File: config.mk
export PLATFORM = sky130hd
export DESIGN_NAME = fcvt_arbiter_flat
export DESIGN_NICKNAME = d
export VERILOG_FILES = /design/src/rtl/fcvt_pkg.sv /design/src/rtl/fcvt_arbiter_if.sv /design/src/rtl/fcvt_rsp_fifo.sv /design/src/rtl/ftoi.sv /design/src/rtl/fcvt_arbiter.sv /design/src/flat_wrapper.sv
export SDC_FILE = /design/constraint.sdc
export NUM_CORES = 1
export LEC_CHECK = 0
export ABC_AREA = 0
export CORE_MARGIN = 2
export CORE_UTILIZATION = 52
export DETAILED_ROUTE_END_ITERATION = 6
export PLACE_DENSITY = 0.72
export SLEW_MARGIN = 15
export SYNTH_ARGS = -nofsm -noshare
export SYNTH_HDL_FRONTEND = slang
export SYNTH_SLANG_ARGS = --single-unit
File: constraint.sdc
create_clock -name clk -period 16.69 [get_ports clk]
set_clock_uncertainty 0.2 [all_clocks]
set_input_delay 3.338 -clock clk [delete_from_list [all_inputs] [get_ports clk]]
set_output_delay 3.338 -clock clk [all_outputs]
set_load 0.01 [all_outputs]
File: src/rtl/fcvt_pkg.sv
// Shared constants and the response entry layout for the ftoi arbiter.
// Latency: n/a (types and constants only).
// Backpressure: n/a.
package fcvt_pkg;

  localparam logic REQ_CORE  = 1'b0;
  localparam logic REQ_AUX   = 1'b1;
  localparam int   DEPTH_DEF = 4;
  localparam int   TAG_W     = 4;

  // One response FIFO entry; the tag field is sized for the widest supported tag.
  typedef struct packed {
    logic [31:0]      data;
    logic             id;
    logic [TAG_W-1:0] tag;
  } rsp_entry_t;

endpackage

File: src/rtl/fcvt_arbiter_if.sv
// Request/response bundle between the two requesters, the consumer and the arbiter.
// Latency: n/a (wiring only).
// Backpressure: valid/ready on both request ports and on the response port.
interface fcvt_arbiter_if
  import fcvt_pkg::*;
#(
  parameter int TAGW = TAG_W
);

  logic            req0_valid;
  logic            req0_ready;
  logic [31:0]     req0_data;
  logic [TAGW-1:0] req0_tag;
  logic            req1_valid;
  logic            req1_ready;
  logic [31:0]     req1_data;
  logic [TAGW-1:0] req1_tag;
  logic            rsp_valid;
  logic            rsp_ready;
  logic [31:0]     rsp_data;
  logic            rsp_id;
  logic [TAGW-1:0] rsp_tag;
  logic            busy;

  modport master (
    output req0_valid, req0_data, req0_tag,
    output req1_valid, req1_data, req1_tag,
    output rsp_ready,
    input  req0_ready, req1_ready,
    input  rsp_valid, rsp_data, rsp_id, rsp_tag, busy
  );

  modport slave (
    input  req0_valid, req0_data, req0_tag,
    input  req1_valid, req1_data, req1_tag,
    input  rsp_ready,
    output req0_ready, req1_ready,
    output rsp_valid, rsp_data, rsp_id, rsp_tag, busy
  );

endinterface

File: src/rtl/fcvt_rsp_fifo.sv
// Synchronous FIFO with register-array storage, head read straight from the array, and occupancy count.
// Latency: a push into an empty FIFO is visible at the head the next cycle.
// Backpressure: none internally; the producer must guarantee space (push while full is flagged).
module fcvt_rsp_fifo #(
  parameter int WIDTH = 8,
  parameter int DEPTH = 4
) (
  input  logic                       clk,
  input  logic                       rst,
  input  logic                       push,
  input  logic [WIDTH-1:0]           push_dat,
  input  logic                       pop,
  output logic                       head_vld,
  output logic [WIDTH-1:0]           head_dat,
  output logic [$clog2(DEPTH+1)-1:0] count
);

  localparam int AW = $clog2(DEPTH);
  localparam int CW = $clog2(DEPTH + 1);

  logic [WIDTH-1:0] mem [DEPTH];
  logic [AW-1:0]    wr_ptr;
  logic [AW-1:0]    rd_ptr;
  logic             full;
  logic             do_pop;
  logic             do_push;

  assign full     = (count == CW'(DEPTH));
  assign head_vld = (count != '0);
  assign do_pop   = pop & head_vld;
  assign do_push  = push & (~full | do_pop);
  assign head_dat = mem[rd_ptr];

  // Storage, wrapping pointers and occupancy; a simultaneous push and pop keeps the count.
  always_ff @(posedge clk) begin
    if (rst) begin
      for (int i = 0; i < DEPTH; i++) mem[i] <= '0;
      wr_ptr <= '0;
      rd_ptr <= '0;
      count  <= '0;
    end else begin
      if (do_push) begin
        mem[wr_ptr] <= push_dat;
        wr_ptr      <= wr_ptr + AW'(1);
      end
      if (do_pop) rd_ptr <= rd_ptr + AW'(1);
      case ({do_push, do_pop})
        2'b10:   count <= count + CW'(1);
        2'b01:   count <= count - CW'(1);
        default: count <= count;
      endcase
    end
  end

  // A push into a full FIFO with no pop alongside would drop data.
  a_no_overflow : assert property (@(posedge clk) disable iff (rst) !(push && full && !do_pop))
    else $error("fcvt_rsp_fifo: push into full FIFO");

endmodule

File: src/rtl/ftoi.sv
// Pipelined float32 to int32 converter: magnitude rounded half away from zero, out-of-range/NaN/Inf give 0x80000000.
// Latency: NSTAGE cycles from x to y; accepts a new operand every cycle.
// Backpressure: none; the pipe has no enable and always advances.
module ftoi #(
  parameter int NSTAGE = 1
) (
  input  logic        clk,
  input  logic        rstn,
  input  logic [31:0] x,
  output logic [31:0] y
);

  logic [7:0]  ex;
  logic [23:0] man;
  logic [31:0] half2;
  logic [31:0] mag;
  logic [31:0] res;
  logic [31:0] pipe [NSTAGE];

  // Scale the mantissa to twice the value (one fraction bit kept), then round on that bit.
  always_comb begin
    ex    = x[30:23];
    man   = {1'b1, x[22:0]};
    half2 = '0;
    mag   = '0;
    res   = '0;
    if (ex >= 8'd158) begin
      res = 32'h8000_0000;
    end else if (ex >= 8'd126) begin
      if (ex >= 8'd149) half2 = {8'd0, man} << (ex - 8'd149);
      else              half2 = {8'd0, man} >> (8'd149 - ex);
      mag = {1'b0, half2[31:1]} + {31'd0, half2[0]};
      res = x[31] ? -mag : mag;
    end
  end

  // Free-running result pipe.
  always_ff @(posedge clk) begin
    if (!rstn) begin
      for (int i = 0; i < NSTAGE; i++) pipe[i] <= '0;
    end else begin
      pipe[0] <= res;
      for (int i = 1; i < NSTAGE; i++) pipe[i] <= pipe[i-1];
    end
  end

  assign y = pipe[NSTAGE-1];

endmodule

File: src/rtl/fcvt_arbiter.sv
// Round-robin share of one pipelined ftoi unit between the core (0) and aux (1) requesters.
// Latency: NSTAGE+1 cycles from grant to rsp_valid; one issue per cycle while credit allows.
// Backpressure: grants are withheld unless FIFO plus in-flight entries leave a free slot, so the unit never stalls.
module fcvt_arbiter
  import fcvt_pkg::*;
#(
  parameter int NSTAGE = 1,
  parameter int DEPTH  = DEPTH_DEF,
  parameter int TAGW   = TAG_W
) (
  input  logic          clk,
  input  logic          rst,
  fcvt_arbiter_if.slave io
);

  localparam int CW = $clog2(DEPTH + 1);
  localparam int OW = $clog2(DEPTH + NSTAGE + 1);

  logic              prio;
  logic              can_issue;
  logic              take0;
  logic              take1;
  logic              issue;
  logic [31:0]       x;
  logic [31:0]       y;
  logic [NSTAGE-1:0] sh_vld;
  logic [NSTAGE-1:0] sh_id;
  logic [TAGW-1:0]   sh_tag [NSTAGE];
  logic [OW-1:0]     inflight;
  logic [OW-1:0]     occ;
  logic              push;
  logic              pop;
  logic              head_vld;
  logic [CW-1:0]     fifo_count;
  rsp_entry_t        push_ent;
  rsp_entry_t        head_ent;

  // Credit: every queued or in-flight op owns a FIFO slot; a pop this cycle frees one immediately.
  always_comb begin
    inflight = '0;
    for (int i = 0; i < NSTAGE; i++) inflight = inflight + OW'(sh_vld[i]);
    occ       = OW'(fifo_count) + inflight - OW'(pop);
    can_issue = ~rst & (occ < OW'(DEPTH));
  end

  assign io.req0_ready = can_issue & (~io.req1_valid | (prio == REQ_CORE));
  assign io.req1_ready = can_issue & (~io.req0_valid | (prio == REQ_AUX));
  assign take0         = io.req0_valid & io.req0_ready;
  assign take1         = io.req1_valid & io.req1_ready;
  assign issue         = take0 | take1;
  assign x             = take1 ? io.req1_data : io.req0_data;

  // Priority flips to the other requester after each grant.
  always_ff @(posedge clk) begin
    if (rst)        prio <= REQ_CORE;
    else if (take0) prio <= REQ_AUX;
    else if (take1) prio <= REQ_CORE;
  end

  // Shadow pipe: {valid, id, tag} travelling alongside the operand through the unit.
  always_ff @(posedge clk) begin
    if (rst) begin
      sh_vld <= '0;
      sh_id  <= '0;
      for (int i = 0; i < NSTAGE; i++) sh_tag[i] <= '0;
    end else begin
      sh_vld[0] <= issue;
      sh_id[0]  <= take1 ? REQ_AUX : REQ_CORE;
      sh_tag[0] <= take1 ? io.req1_tag : io.req0_tag;
      for (int i = 1; i < NSTAGE; i++) begin
        sh_vld[i] <= sh_vld[i-1];
        sh_id[i]  <= sh_id[i-1];
        sh_tag[i] <= sh_tag[i-1];
      end
    end
  end

  ftoi #(
    .NSTAGE (NSTAGE)
  ) u_ftoi (
    .clk  (clk),
    .rstn (~rst),
    .x    (x),
    .y    (y)
  );

  // Last shadow stage valid means y belongs to that entry; it goes straight into the FIFO.
  always_comb begin
    push_ent      = '0;
    push_ent.data = y;
    push_ent.id   = sh_id[NSTAGE-1];
    push_ent.tag  = TAG_W'(sh_tag[NSTAGE-1]);
  end

  assign push = sh_vld[NSTAGE-1];
  assign pop  = head_vld & io.rsp_ready;

  fcvt_rsp_fifo #(
    .WIDTH ($bits(rsp_entry_t)),
    .DEPTH (DEPTH)
  ) u_rsp_fifo (
    .clk      (clk),
    .rst      (rst),
    .push     (push),
    .push_dat (push_ent),
    .pop      (pop),
    .head_vld (head_vld),
    .head_dat (head_ent),
    .count    (fifo_count)
  );

  assign io.rsp_valid = head_vld;
  assign io.rsp_data  = head_ent.data;
  assign io.rsp_id    = head_ent.id;
  assign io.rsp_tag   = head_ent.tag[TAGW-1:0];
  assign io.busy      = issue | (|sh_vld) | (fifo_count != '0);

endmodule

File: src/flat_wrapper.sv
// flat-port wrapper written by rule: the top's interface ports become plain ports
module fcvt_arbiter_flat import fcvt_pkg::*;
#(
  parameter int NSTAGE = 1,
  parameter int DEPTH  = DEPTH_DEF,
  parameter int TAGW   = TAG_W
)
  (clk, rst, io_req0_valid, io_req0_data, io_req0_tag, io_req1_valid, io_req1_data, io_req1_tag, io_rsp_ready, io_req0_ready, io_req1_ready, io_rsp_valid, io_rsp_data, io_rsp_id, io_rsp_tag, io_busy);
  fcvt_arbiter_if #(.TAGW(TAGW)) io_i ();
  input  logic clk;
  input  logic rst;
  input wire logic [$bits(io_i.req0_valid)-1:0] io_req0_valid;
  input wire logic [$bits(io_i.req0_data)-1:0] io_req0_data;
  input wire logic [$bits(io_i.req0_tag)-1:0] io_req0_tag;
  input wire logic [$bits(io_i.req1_valid)-1:0] io_req1_valid;
  input wire logic [$bits(io_i.req1_data)-1:0] io_req1_data;
  input wire logic [$bits(io_i.req1_tag)-1:0] io_req1_tag;
  input wire logic [$bits(io_i.rsp_ready)-1:0] io_rsp_ready;
  output wire logic [$bits(io_i.req0_ready)-1:0] io_req0_ready;
  output wire logic [$bits(io_i.req1_ready)-1:0] io_req1_ready;
  output wire logic [$bits(io_i.rsp_valid)-1:0] io_rsp_valid;
  output wire logic [$bits(io_i.rsp_data)-1:0] io_rsp_data;
  output wire logic [$bits(io_i.rsp_id)-1:0] io_rsp_id;
  output wire logic [$bits(io_i.rsp_tag)-1:0] io_rsp_tag;
  output wire logic [$bits(io_i.busy)-1:0] io_busy;
  assign io_i.req0_valid = io_req0_valid;
  assign io_i.req0_data = io_req0_data;
  assign io_i.req0_tag = io_req0_tag;
  assign io_i.req1_valid = io_req1_valid;
  assign io_i.req1_data = io_req1_data;
  assign io_i.req1_tag = io_req1_tag;
  assign io_i.rsp_ready = io_rsp_ready;
  assign io_req0_ready = io_i.req0_ready;
  assign io_req1_ready = io_i.req1_ready;
  assign io_rsp_valid = io_i.rsp_valid;
  assign io_rsp_data = io_i.rsp_data;
  assign io_rsp_id = io_i.rsp_id;
  assign io_rsp_tag = io_i.rsp_tag;
  assign io_busy = io_i.busy;
  fcvt_arbiter #(.NSTAGE(NSTAGE), .DEPTH(DEPTH), .TAGW(TAGW)) u_core (.clk(clk), .rst(rst), .io(io_i));
endmodule
; Word-level counts from Yosys, hierarchy flattened
; Memory sizes are Yosys's and may differ from the RTL's. A register that Yosys moved wholly into a read port is not among the register bits.
; Cells that the tools add are included.
[totals]
n_memories = 3
in_bits = 77
elab_cells = 80
reg_bits = 10
mem_bits_rw = 184
output_inout_bits = 41
[mem_list]
columns = memory, depth, word_bits, read_ports, rd_ports_with_merged_regs, write_ports, line_no
row1 = u_core.u_rsp_fifo.mem, 4, 37, 1, 1, 4, fcvt_rsp_fifo.sv:21  ; logic [WIDTH-1:0] mem [DEPTH];
row2 = u_core.u_ftoi.pipe, 1, 32, 1, 0, 1, ftoi.sv:18  ; logic [31:0] pipe [NSTAGE];
row3 = u_core.sh_tag, 1, 4, 1, 0, 1, fcvt_arbiter.sv:28  ; logic [TAGW-1:0] sh_tag [NSTAGE];
[op_classes]
bitwise = 19
magnitude_cmp = 4
n_eq_ne = 3
add_sub_neg = 10
shift = 2
reduce_logical = 6
n_mux = 27
[op_table]
columns = op, n
row1 = $mux 32, 8
row2 = $mux 37, 1
row3 = $reduce_or 37->1, 1
row4 = $add 31x1->32, 1
row5 = $neg 32->32, 1
row6 = $reduce_or 32->1, 1
row7 = $shl 24x8->32, 1
row8 = $shr 24x8->32, 1
row9 = $ge 8x8->1 const B, 2
row10 = $mux 1, 12
row11 = $and 1x1->1, 8
row12 = $ge 8x7->1 const B, 1
row13 = $mux 4, 2
row14 = $sub 8x8->8 const A, 1
row15 = $sub 8x8->8 const B, 1
row16 = $mux 2, 3
row17 = $or 1x1->1, 6
row18 = $pmux 3 s2, 1
row19 = $not 1->1, 5
row20 = $add 2x1->2 const B, 2
row21 = $reduce_bool 2->1, 2
row22 = $reduce_or 4->1, 1
row23 = $add 3x1->3, 1
row24 = $add 3x1->3 const B, 1
row25 = other kinds (7), 7

; Depth between registers and ports, before layout
[logic_depth]
word_depth = 19
ltp_mapped = 43
depth_no_buf = 34

; Hierarchy
; Synthesis repeated with hierarchy kept, for this count alone.
[unflattened]
hier_cells = 1364
hier_area_um2 = 14696.6
[by_module_without_submodules]
columns = module, seq_area_each_um2, cells_each, n_inst, area_per_inst_um2
row1 = ftoi, 640.6, 868, 1, 6939.2
row2 = fcvt_rsp_fifo, 4624.4, 412, 1, 6817.8
row3 = fcvt_arbiter, 140.1, 84, 1, 939.7

; Least setup slack after synthesis
; OpenSTA, ideal clock, no wires.
[synth_path]
path_kind = in2reg
from = in io_rsp_ready
to = mem u_core.u_ftoi.pipe[0][17]
t_required_ns = 16.362
arrival_ns = 10.920
stages = 37
setup_time_ns = 0.128
setup_slack_ns = 5.442
path_cell_list = nand2_1 inv_1 ha_1 inv_1 ha_1 and3b_1 o21ai_1 nand3_1 inv_1 buf_2 buf_2 buf_2 buf_2 buf_2 mux2_2 inv_1 ha_1 clkbuf_1 nor2b_1 o31a_1 or4_1 buf_2 a31oi_4 and4_1 nand2_1 o32ai_1 ha_1 ha_1 o21ai_1 or3_1 a211oi_1 o221ai_1 or2_2 clkbuf_1 o41ai_2 xnor2_1 nor2_1
[synth_via]
elab_chain_len = 18
word_cells_on_any_way = 23
cone_classes = add/sub: 5 / order compare: 4 / shift: 2 / mux: 8 / bitwise: 4
[synth_rtl]
columns = item, line_no
row1 = from (decl), flat_wrapper.sv:18  ; input wire logic [$bits(io_i.rsp_ready)-1:0] io_rsp_ready;
row2 = $and 1x1->1 (*), fcvt_arbiter.sv:96  ; assign pop = head_vld & io.rsp_ready;
row3 = $sub 3x1->3 (*), fcvt_arbiter.sv:42  ; occ = OW'(fifo_count) + inflight - OW'(pop);
row4 = $lt 3x3->1 (*), fcvt_arbiter.sv:43  ; can_issue = ~rst & (occ < OW'(DEPTH));
row5 = $and 1x1->1 (*), fcvt_arbiter.sv:43
row6 = $and 1x1->1 (*), fcvt_arbiter.sv:47  ; assign io.req1_ready = can_issue & (~io.req0_valid | (prio == REQ_AUX));
row7 = $and 1x1->1 (*), fcvt_arbiter.sv:49  ; assign take1 = io.req1_valid & io.req1_ready;
row8 = $mux 32 (*), fcvt_arbiter.sv:51  ; assign x = take1 ? io.req1_data : io.req0_data;
row9 = $sub 8x8->8 (on tied branches), "ftoi.sv:31, ftoi.sv:30"
row10 = [2 not listed], --
row11 = $mux 32, ftoi.sv:29  ; end else if (ex >= 8'd126) begin
row12 = $mux 32, ftoi.sv:27  ; if (ex >= 8'd158) begin
row13 = $add 31x1->32, ftoi.sv:32  ; mag = {1'b0, half2[31:1]} + {31'd0, half2[0]};
row14 = $neg 32->32, ftoi.sv:33  ; res = x[31] ? -mag : mag;
row15 = $mux 32, ftoi.sv:33
row16 = $mux 32, ftoi.sv:29
row17 = $mux 32 (*), ftoi.sv:27
row18 = $mux 32 (no source line) (*), --
row19 = to (decl), ftoi.sv:18
; Mark *: on every way between the ends. The rest lies on a longest branch, timed or not. The select of a mux whose other input is x is not followed.

; Worst setup path in the final report
[layout_path]
from = in io_rsp_ready
to = mem u_core.u_ftoi.pipe[0][28]
; Same word-level chain as after synthesis.

==> metrics <==
clock network power share 17.5%; clock-pin transition on the worst setup and hold timing paths 0.07 ns; Post-synth top flop edfxtp_1; via count of the first global-routing pass 13,200; total number of H-tree levels 4; area of the core region 29,400 µm²; first-pass GRT wire length 77,100 µm; Area after DPL 17,000 µm²; worst hold slack 0.331 ns; net count of the finished layout 1,814; fraction of power consumed by combinational cells between 50% and 60%; critical path type in -> reg; DRC violation count after routing 0; # Max-Cap Violations 0; maximum frequency from static timing analysis 0.0776 GHz; total internal power 1310 µW; setup-violating endpoint count in the final report 0; sequential-to-total area share from yosys stat 35.0%; buffer cell driving the clock tree root clkbuf_16; Routed WL 50,100 µm; transition at the pin with the smallest max-transition slack 1.27 ns; pin count of the biggest net entering global routing 58; type of the most critical hold path reg -> reg; average wire length per cell after detail routing between 20 and 25 µm; layout cells sized above 1 13.6%; status completed; maximum ir drop on the vdd rail 0.0000820 V; setup TNS 0 ns; worst slew slack as a fraction of its limit 15.0%; DIE AREA 31,100 µm²; TritonCTS clock tree yes; total nets after synthesis 1,753; # hold bufs at CTS 0; final critical path time including I/O delays and setup 12.89 ns; TritonCTS sink count a little under 200; Layout Cell Area excl Fill 17,600 µm²; Iteration-0 DRC Markers 1,726; proportion of register bits with asynchronous set or reset after synthesis 0%; number of standard-cell rows in the floorplan 63; width of the die 176 µm; final clock period utilization by the worst path a little under 80%; Final Hold Vio Count 0; number of antenna violations at the first check in global routing 0; setup repair after global routing missed its margin false; total of cells resized after clock tree synthesis 0; net switching share of the total power 44.5%; Switch Pwr ~1100 µW; Ant. Diodes 0; initial core utilization 52.5%; warning count from the yosys run 0; category of the worst setup path capture point flop; vias per inst roughly 6.6; total power divided by cell area ~130 nW/µm²; number of vias after detailed routing ~14,000; post-synthesis average cell area between 9 and 10 µm²; Power Total 2360 µW; number of enable flip-flop cells after synthesis 148; global-route usage over all layers 32.4%; LEAKAGE 0.00656 µW; first-pass iteration count of the detailed router 6; die outline height 176 µm; Port Buffers 117; Mapped Area 15,400 µm²; Worst-Skew Late Latency around 0.45 ns; crit path launch type primary input; GRT Residual Overflow 0; count of boundary I/O pins around 120; synthesis-to-layout area growth 13.9%; buffers from clock root to sink, at most 2; number of standard cells after synthesis about 1,700; # Post-CTS Setup Buffers 0; proportion of power drawn by flip-flops and latches 26.1%; Synth cell types 90; DRT antenna net count 0; synthesis-stage register bit count 196; Post-Route Utilization 59.8%; slowest stage cell on the critical path inv_2; maximum fanout count along the critical path 31; half-perimeter wire length after detailed placement 36,900 µm; Crit path largest cell delay 0.69 ns; placer's final routability congestion estimate 1.05; CP Data Required Time 16.81 ns; number of buffers created by CTS 17; number of pins exceeding their max-slew limit in the final report 0; arrival time at the worst endpoint 13.00 ns; dominant cell type by count on the critical path ha_1
## power by group through the flow
stage / clock network [µW] / logic [µW] / registers [µW]
after floorplan: 0 / 871 / 615
after global placement: 0 / 1290 / 624
after detailed placement: 0 / 1290 / 627
after CTS: 418 / 1300 / 617
after global routing: 435 / 1420 / 623
final: 414 / 1330 / 617
## cell usage after synthesis, types with 19 or more instances
cell | instances | share of area (%)
dfxtp_1 | 48 | 6.2
inv_1 | 65 | 1.6
nand2_1 | 164 | 4.0
mux4_2 | 63 | 9.2
a31oi_1 | 22 | 0.89
nor2_1 | 186 | 4.5
o31ai_1 | 20 | 0.97
xor2_1 | 31 | 1.8
edfxtp_1 | 148 | 29
nand4_1 | 25 | 1.0
buf_2 | 24 | 0.78
nor3_1 | 45 | 1.5
nor4_1 | 19 | 0.77
xnor2_1 | 33 | 1.9
and2_1 | 52 | 2.1
mux2_2 | 50 | 3.6
o21ai_0 | 49 | 1.6
nand3_1 | 48 | 1.6
clkbuf_1 | 75 | 1.8
o211ai_1 | 20 | 0.97
mux2i_1 | 96 | 6.2
a21oi_1 | 83 | 2.7
a211oi_1 | 32 | 1.6
## critical path, delay by kind of cell
family                     cells  cell delay [ns]
adders and majority gates      4             1.18
muxes                          2             0.58
and+or+nand+nor               12             3.40
AOI/OAI and AO/OA              8             2.11
buffers and inverters          7             2.35
## layer usage
layer  vias up  track usage, %  routed length [µm]
met3       140            7.17                4750
met4         0            10.8                1810
met2       785            51.0               22700
met1      6755            44.3               20900
met5         -           0.321                   0
li1       6374               -                   -
## state kept, by name, indices dropped and copies added (netlist names), named ones only
name / cells
u_core.u_rsp_fifo.mem: 148
u_core.push: 1
u_core.u_ftoi.pipe: 32
u_core.prio: 1
u_core.u_rsp_fifo.wr_ptr: 2
u_core.sh_id: 1
u_core.u_rsp_fifo.count: 3
u_core.sh_tag: 4
u_core.u_rsp_fifo.rd_ptr: 2
## stage by stage
step / cells / setup slack (ns)
final: 2128 / 3.80
after floorplan: 1664 / 5.44
after detailed placement: 2096 / 3.66
after CTS: 2128 / 4.10
after global routing: 2128 / 3.29
after global placement: 2095 / 3.80
## logic make-up after synthesis
logic type	Yosys count	synth area share, %
AOI/OAI and AO/OA	350	15.8
xor gates and xnor gates	64	3.63
adders and majority gates	12	1.02
buffers and inverters	179	4.55
DFF	196	35.0
muxes	210	19.2
and+or+nand+nor	653	20.8
## area by class of cell
type,instances,area [µm²]
Fill cell,2514,11800
Multi-Input combinational cell,1289,9390
Sequential cell,196,5410
Timing Repair Buffer,155,1440
Tap cell,390,488
Clock buffer,18,439
Inverter,66,248
Clock inverter,14,159
## cell usage in the layout (no fill, tap or decap), drive strengths merged, types with 9 or more instances in the layout
| cell | Yosys | final |
|---|---|---|
| a211oi | 32 | 32 |
| a21o | 13 | 13 |
| a21oi | 83 | 83 |
| a221oi | 9 | 9 |
| a31oi | 23 | 23 |
| and2 | 52 | 52 |
| and3 | 18 | 18 |
| and4 | 10 | 10 |
| buf | 38 | 40 |
| clkbuf | 75 | 18 |
| clkdlybuf4s50 | 0 | 115 |
| dfxtp | 48 | 48 |
| edfxtp | 148 | 148 |
| ha | 11 | 11 |
| inv | 66 | 74 |
| mux2 | 51 | 51 |
| mux2i | 96 | 96 |
| mux4 | 63 | 63 |
| nand2 | 165 | 165 |
| nand2b | 13 | 13 |
| nand3 | 48 | 48 |
| nand4 | 26 | 26 |
| nor2 | 186 | 186 |
| nor2b | 13 | 13 |
| nor3 | 46 | 46 |
| nor4 | 19 | 19 |
| o211ai | 20 | 20 |
| o21ai | 53 | 53 |
| o22ai | 9 | 9 |
| o31ai | 21 | 21 |
| or2 | 16 | 16 |
| or3 | 18 | 18 |
| xnor2 | 33 | 33 |
| xor2 | 31 | 31 |
## worst paths after layout
| path | depth (start not counted) | to | slack [ns] | start |
|---|---|---|---|---|
| max | 33 | u_core.u_ftoi.pipe[0][28] | 3.80 | io_rsp_ready |
| min | 1 | u_core.prio | 0.33 | u_core.prio |
| max reg2reg | 34 | u_core.u_ftoi.pipe[0][28] | 6.44 | u_core.u_rsp_fifo.count[1] |
| min reg2reg | 1 | u_core.prio | 0.33 | u_core.prio |
Power figures use the tool's default switching activity.
